[src/rtl/dmem_ctrl.sv]
// MEM-stage data-memory controller: lane-aligns LSU requests, runs a gnt/rvalid
// handshake with a variable-latency memory, and stalls the core until completion.
module dmem_ctrl #(
  parameter int TIMEOUT = 16,
  parameter int CNT_W   = 5
) (
  input  logic        clk,
  input  logic        rst_n,
  input  logic        req_valid,
  input  logic        req_we,
  input  logic [1:0]  req_size,
  input  logic [31:0] req_addr,
  input  logic [31:0] req_bit_wr_en,
  input  logic [31:0] req_wdata,
  output logic        stall,
  output logic [31:0] rd_data,
  output logic        misalign,
  output logic        bus_err,
  output logic        mem_req,
  output logic        mem_we,
  output logic [31:0] mem_addr,
  output logic [31:0] mem_bit_wr_en,
  output logic [31:0] mem_wdata,
  input  logic        mem_gnt,
  input  logic        mem_rvalid,
  input  logic [31:0] mem_rdata
);

  typedef enum logic [1:0] {IDLE, REQ, RESP} state_t;

  localparam logic [CNT_W-1:0] CNT_LAST = CNT_W'(TIMEOUT - 1);

  state_t           state_reg, state_next;
  logic [CNT_W-1:0] cnt_reg, cnt_next;
  logic [1:0]       off_reg;
  logic [31:0]      addr_reg, mask_reg, wdata_reg, rd_hold_reg;
  logic             we_reg;

  logic [1:0]  off;
  logic [4:0]  req_shamt, rsp_shamt;
  logic [31:0] aligned_rdata;
  logic        misaligned, timeout_hit;
  logic        accept, complete, load_done, misalign_c, bus_err_c;

  assign off           = req_addr[1:0];
  assign req_shamt     = {off, 3'b000};
  assign rsp_shamt     = {off_reg, 3'b000};
  assign aligned_rdata = mem_rdata >> rsp_shamt;
  assign timeout_hit   = (cnt_reg == CNT_LAST);

  // Byte accesses can never straddle a word; size 3 behaves as a word.
  always_comb begin
    misaligned = 1'b0;
    case (req_size)
      2'd0:    misaligned = 1'b0;
      2'd1:    misaligned = (off == 2'd3);
      default: misaligned = (off != 2'd0);
    endcase
  end

  always_comb begin
    state_next = state_reg;
    cnt_next   = cnt_reg;
    accept     = 1'b0;
    complete   = 1'b0;
    load_done  = 1'b0;
    misalign_c = 1'b0;
    bus_err_c  = 1'b0;
    case (state_reg)
      IDLE: begin
        if (req_valid && rst_n) begin
          if (misaligned) begin
            misalign_c = 1'b1;
          end else begin
            accept     = 1'b1;
            cnt_next   = '0;
            state_next = REQ;
          end
        end
      end
      REQ: begin
        // A grant in the timeout cycle still wins over the bus error.
        if (mem_gnt) begin
          cnt_next = '0;
          if (we_reg) begin
            complete   = 1'b1;
            state_next = IDLE;
          end else begin
            state_next = RESP;
          end
        end else if (timeout_hit) begin
          bus_err_c  = 1'b1;
          state_next = IDLE;
        end else begin
          cnt_next = cnt_reg + 1'b1;
        end
      end
      RESP: begin
        if (mem_rvalid) begin
          complete   = 1'b1;
          load_done  = 1'b1;
          state_next = IDLE;
        end else if (timeout_hit) begin
          bus_err_c  = 1'b1;
          state_next = IDLE;
        end else begin
          cnt_next = cnt_reg + 1'b1;
        end
      end
      default: state_next = IDLE;
    endcase
  end

  always_ff @(posedge clk or negedge rst_n) begin
    if (!rst_n) begin
      state_reg   <= IDLE;
      cnt_reg     <= '0;
      off_reg     <= '0;
      addr_reg    <= '0;
      mask_reg    <= '0;
      wdata_reg   <= '0;
      we_reg      <= 1'b0;
      rd_hold_reg <= '0;
    end else begin
      state_reg <= state_next;
      cnt_reg   <= cnt_next;
      if (accept) begin
        addr_reg  <= {req_addr[31:2], 2'b00};
        we_reg    <= req_we;
        off_reg   <= off;
        mask_reg  <= req_we ? (req_bit_wr_en << req_shamt) : 32'd0;
        wdata_reg <= req_wdata << req_shamt;
      end
      if (load_done) begin
        rd_hold_reg <= aligned_rdata;
      end
    end
  end

  assign mem_req       = (state_reg == REQ);
  assign mem_we        = we_reg;
  assign mem_addr      = addr_reg;
  assign mem_bit_wr_en = mask_reg;
  assign mem_wdata     = wdata_reg;
  assign misalign      = misalign_c;
  assign bus_err       = bus_err_c;
  assign stall         = req_valid & ~(complete | misalign_c | bus_err_c);
  assign rd_data       = load_done ? aligned_rdata : rd_hold_reg;

endmodule

[config.mk]
export PLATFORM = sky130hd
export DESIGN_NAME = dmem_ctrl
export DESIGN_NICKNAME = d
export VERILOG_FILES = /design/src/rtl/dmem_ctrl.sv
export SDC_FILE = /design/constraint.sdc
export NUM_CORES = 1
export LEC_CHECK = 0
export ABC_AREA = 0
export CAP_MARGIN = 20
export CELL_PAD_IN_SITES_DETAIL_PLACEMENT = 1
export CELL_PAD_IN_SITES_GLOBAL_PLACEMENT = 1
export CORE_MARGIN = 2
export CORE_UTILIZATION = 33
export DETAILED_ROUTE_END_ITERATION = 8
export HOLD_SLACK_MARGIN = 0.12
export PLACE_DENSITY = 0.86
export SLEW_MARGIN = 20
export SYNTH_ARGS = -nofsm -noshare
export SYNTH_HDL_FRONTEND = slang
export SYNTH_SLANG_ARGS = --single-unit
[constraint.sdc]
create_clock -name clk -period 2.3 [get_ports clk]
set_input_delay 0.46 -clock clk [delete_from_list [all_inputs] [get_ports clk]]
set_output_delay 0.46 -clock clk [all_outputs]
set_load 0.02 [all_outputs]
==> impl_metrics.toml <==
[run_status]
status = "complete, but fails checks"
violations = "negative setup slack"

[setup_path]
cp-end-kind = "primary output"
start_kind = "flop"
rr_worst_depth = 8
required_ns = 1.84
critPathSlowestCell = "dfrtp_1"
path_max_fanout = 6
worstPathCellList = "buf_6 -> nor2b_1 -> a211oi_1 -> a21oi_1 -> mux2_4 -> buf_6"
cpMostUsedCell = "buf_6"
path_class = "flop to primary output"
arrival_ns = 2.04
crit_family = "compound AO/OA/AOI/OAI gates"
cp.depth = 6
cp_num_buf_inv = 2
slowest_delay_ns = 0.42

[sta]
skew_ns = 0.01161
hold_viol = 0
slew-limit-headroom_pct = 40.69
post-route-period-util_pct = 108.9
fmax_mhz = 399.3
worst_slack_ns = -0.2045
period_needed_ns = 2.504
slew_viol_final = 0
rsz0062_at_grt = "yes"
setup_viol_count_final = 33
worst_pin_slew_ns = 0.8896

[global_routing]
antenna_found_initial = 2
grt_pass1_vias = 6795
use_met2_pct = 41.39
met1_usage_pct = 27.83
gr-usage-met3_pct = 6.188
grt_use_total_pct = 23.72
grt_pass1_wl_mm = 39.36
grt_max_degree = 125
grt.busiest_layer = "met2"
grt.overflow.total = 0

[power]
power.internal_mw = 8.809
cellPowerDensity_mw_per_mm2 = 1269
ir_drop_mv = 0.4369
power.combinational.fraction_pct = 52.2
switchingPower_mw = 5.676
sw_frac_of_total_pct = 39.18
power_frac_clock_pct = 19.6
p_seq_share_pct = 28.3
cellLeakagePower_nw = 5.100

[place]
portBuffers = 266
place_area_mm2 = 0.01002
hpwl_mm = 17.78
gp_congestion = 0.8225
pre_cts_ws_ns = -0.7266

[logic_synthesis]
synth-edff-count = 0
synth_common_cells = "136 x dfrtp_1, 95 x nand2_1, 57 x o21ai_0, 48 x mux2i_1, 37 x a21oi_1"
synth-seq-area-share_pct = 50.91
ys_types = 41
synth_top_area_share_pct = 50.91
async_reset_ff_share_pct = 100.0
synth_cells = 617
ys_warn_count = 0
synth_flop_cell = "dfrtp_1"
yosysMostFrequentCell = "dfrtp_1"
avgSynthCellArea_um2 = 10.83
ys_ff_latch = 136
syn_area_mm2 = 0.006685
yosys.area.top_type = "dfrtp_1"
synthTopCellsByArea = "dfrtp_1 51%, mux2i_1 7.2%, mux2_4 6.7%"

[route]
drt_wl_total_mm = 28.31
detail-route-antenna-nets = 0
avgViaCountPerCell = 5.143
initialDrtViolationCount = 194
vias = 6336
dr.pass1.iters = 4
wire_per_inst_um = 22.98
drc = 0

[floorplanning]
die_h_um = 146.3
die_area_mm2 = 0.02141
chipWidth_um = 146.3
start_util_pct = 33.36
coreArea_mm2 = 0.02004
num_io_pins = 269
rows = 52

[cells_and_area]
fillers = 2108
finalInstanceArea_mm2 = 0.01142
regArea_mm2 = 0.003405
layout-drive-gt1-share_pct = 27.74
syn_to_final_growth_pct = 70.76
multi_input_area_mm2 = 0.003486
fin_nets = 1087

[run]
maxCapViolations = 0

[clock_network]
clock-sinks = 136
clock_latency_ns = 0.42
clk_pin_slew_ns = 0.06
numCtsBuffers = 17
cts_tree = "yes"
h-tree-depth = 4
clock-root-buffer = "clkbuf_16"
clock_path_buffers = 2

[min_path]
min_path_cells = 3
hold_class = "primary input to flop"
layout by cell type, fill, tap and decap left out, types with 18 or more instances in the layout:
cell type / n
buf_6: 44
dfrtp_1: 135
clkdlybuf4s50_1: 227
mux2i_1: 45
nor2b_1: 20
buf_4: 71
clkbuf_16: 18
o21ai_0: 41
nand2_1: 84
nor2_1: 18
a21oi_1: 29
mux2_4: 38
routing by layer:
metal | wire length [um] | up-vias
met5 | 0 | -
met4 | 1115 | 0
met3 | 1820 | 62
met2 | 14470 | 243
met1 | 10900 | 3187
li1 | - | 2844
worst min-delay path, cell delays in order:
cell    delay (ns)
buf_2         0.11
buf_4         0.13
mux2_1        0.12
kinds of logic (layout without fill, tap and decap cells):
group | count (synthesis) | after routing | share of synthesized area (%)
compound gates | 167 | 167 | 15.80
simple gates | 150 | 150 | 9.882
flops | 136 | 136 | 50.91
mux | 105 | 105 | 18.47
buf+inv | 53 | 394 | 3.949
fa+ha+maj | 5 | 5 | 0.9358
other cells | 1 | 5 | 0.05609
area by class of cell:
cell class,instances,share of cell area [%]
multi-input combinational,429,30.53
timing repair buffer,358,31.24
clock buffer,18,3.847
clock inverter,14,1.403
tap,270,2.959
inverter,4,0.1315
antenna,3,0.06576
sequential,136,29.82
path summary, 6_finish.rpt:
| path | slack (ns) | endpoint | start |
|---|---|---|---|
| min in group asynchronous | 0.64 | mem_bit_wr_en[10] | rst_n |
| min | 0.45 | off_reg[0] | req_addr[0] |
| max | -0.20 | rd_data[6] | off_reg[1] |
| max reg2reg | 0.13 | mem_addr[2] | state_reg[0] |
| max in group asynchronous | 0.61 | mem_addr[14] | rst_n |
| min reg2reg | 0.48 | mem_wdata[15] | mem_wdata[15] |
power by group through the flow:
stage	registers [mW]	clock network, mW	logic [mW]
floorplan	4.80	0	2.31
global placement	3.94	0	6.33
detailed placement	3.99	0	6.52
CTS	4.00	2.88	6.99
global route	4.20	2.99	7.91
finish	4.10	2.84	7.55
timing repair:
action,4_1_cts,5_1_grt
pin swaps,10,17
hold endpoints to repair,12,0
gates resized for setup,291,63
setup buffers,11,15
hold buffers,1,0
gates cloned,2,1
endpoints found under the setup margin,35,35
stage by stage:
stage / power (mW) / TNS (ns) / hold slack (ns) / util [%] / std cells
global placement: 10.27 / -17.31 / 0.4410 / 50.00 / 1171
finish: 14.49 / -4.050 / 0.4481 / 56.97 / 1232
floorplan: 7.107 / 0 / 0.1644 / - / 618
global route: 15.10 / -6.540 / 0.4584 / 56.96 / 1231
CTS: 13.88 / -3.339 / 0.4296 / 54.94 / 1217
detailed placement: 10.51 / -20.40 / 0.4393 / 50.00 / 1171
Power figures use the tool's default switching activity.
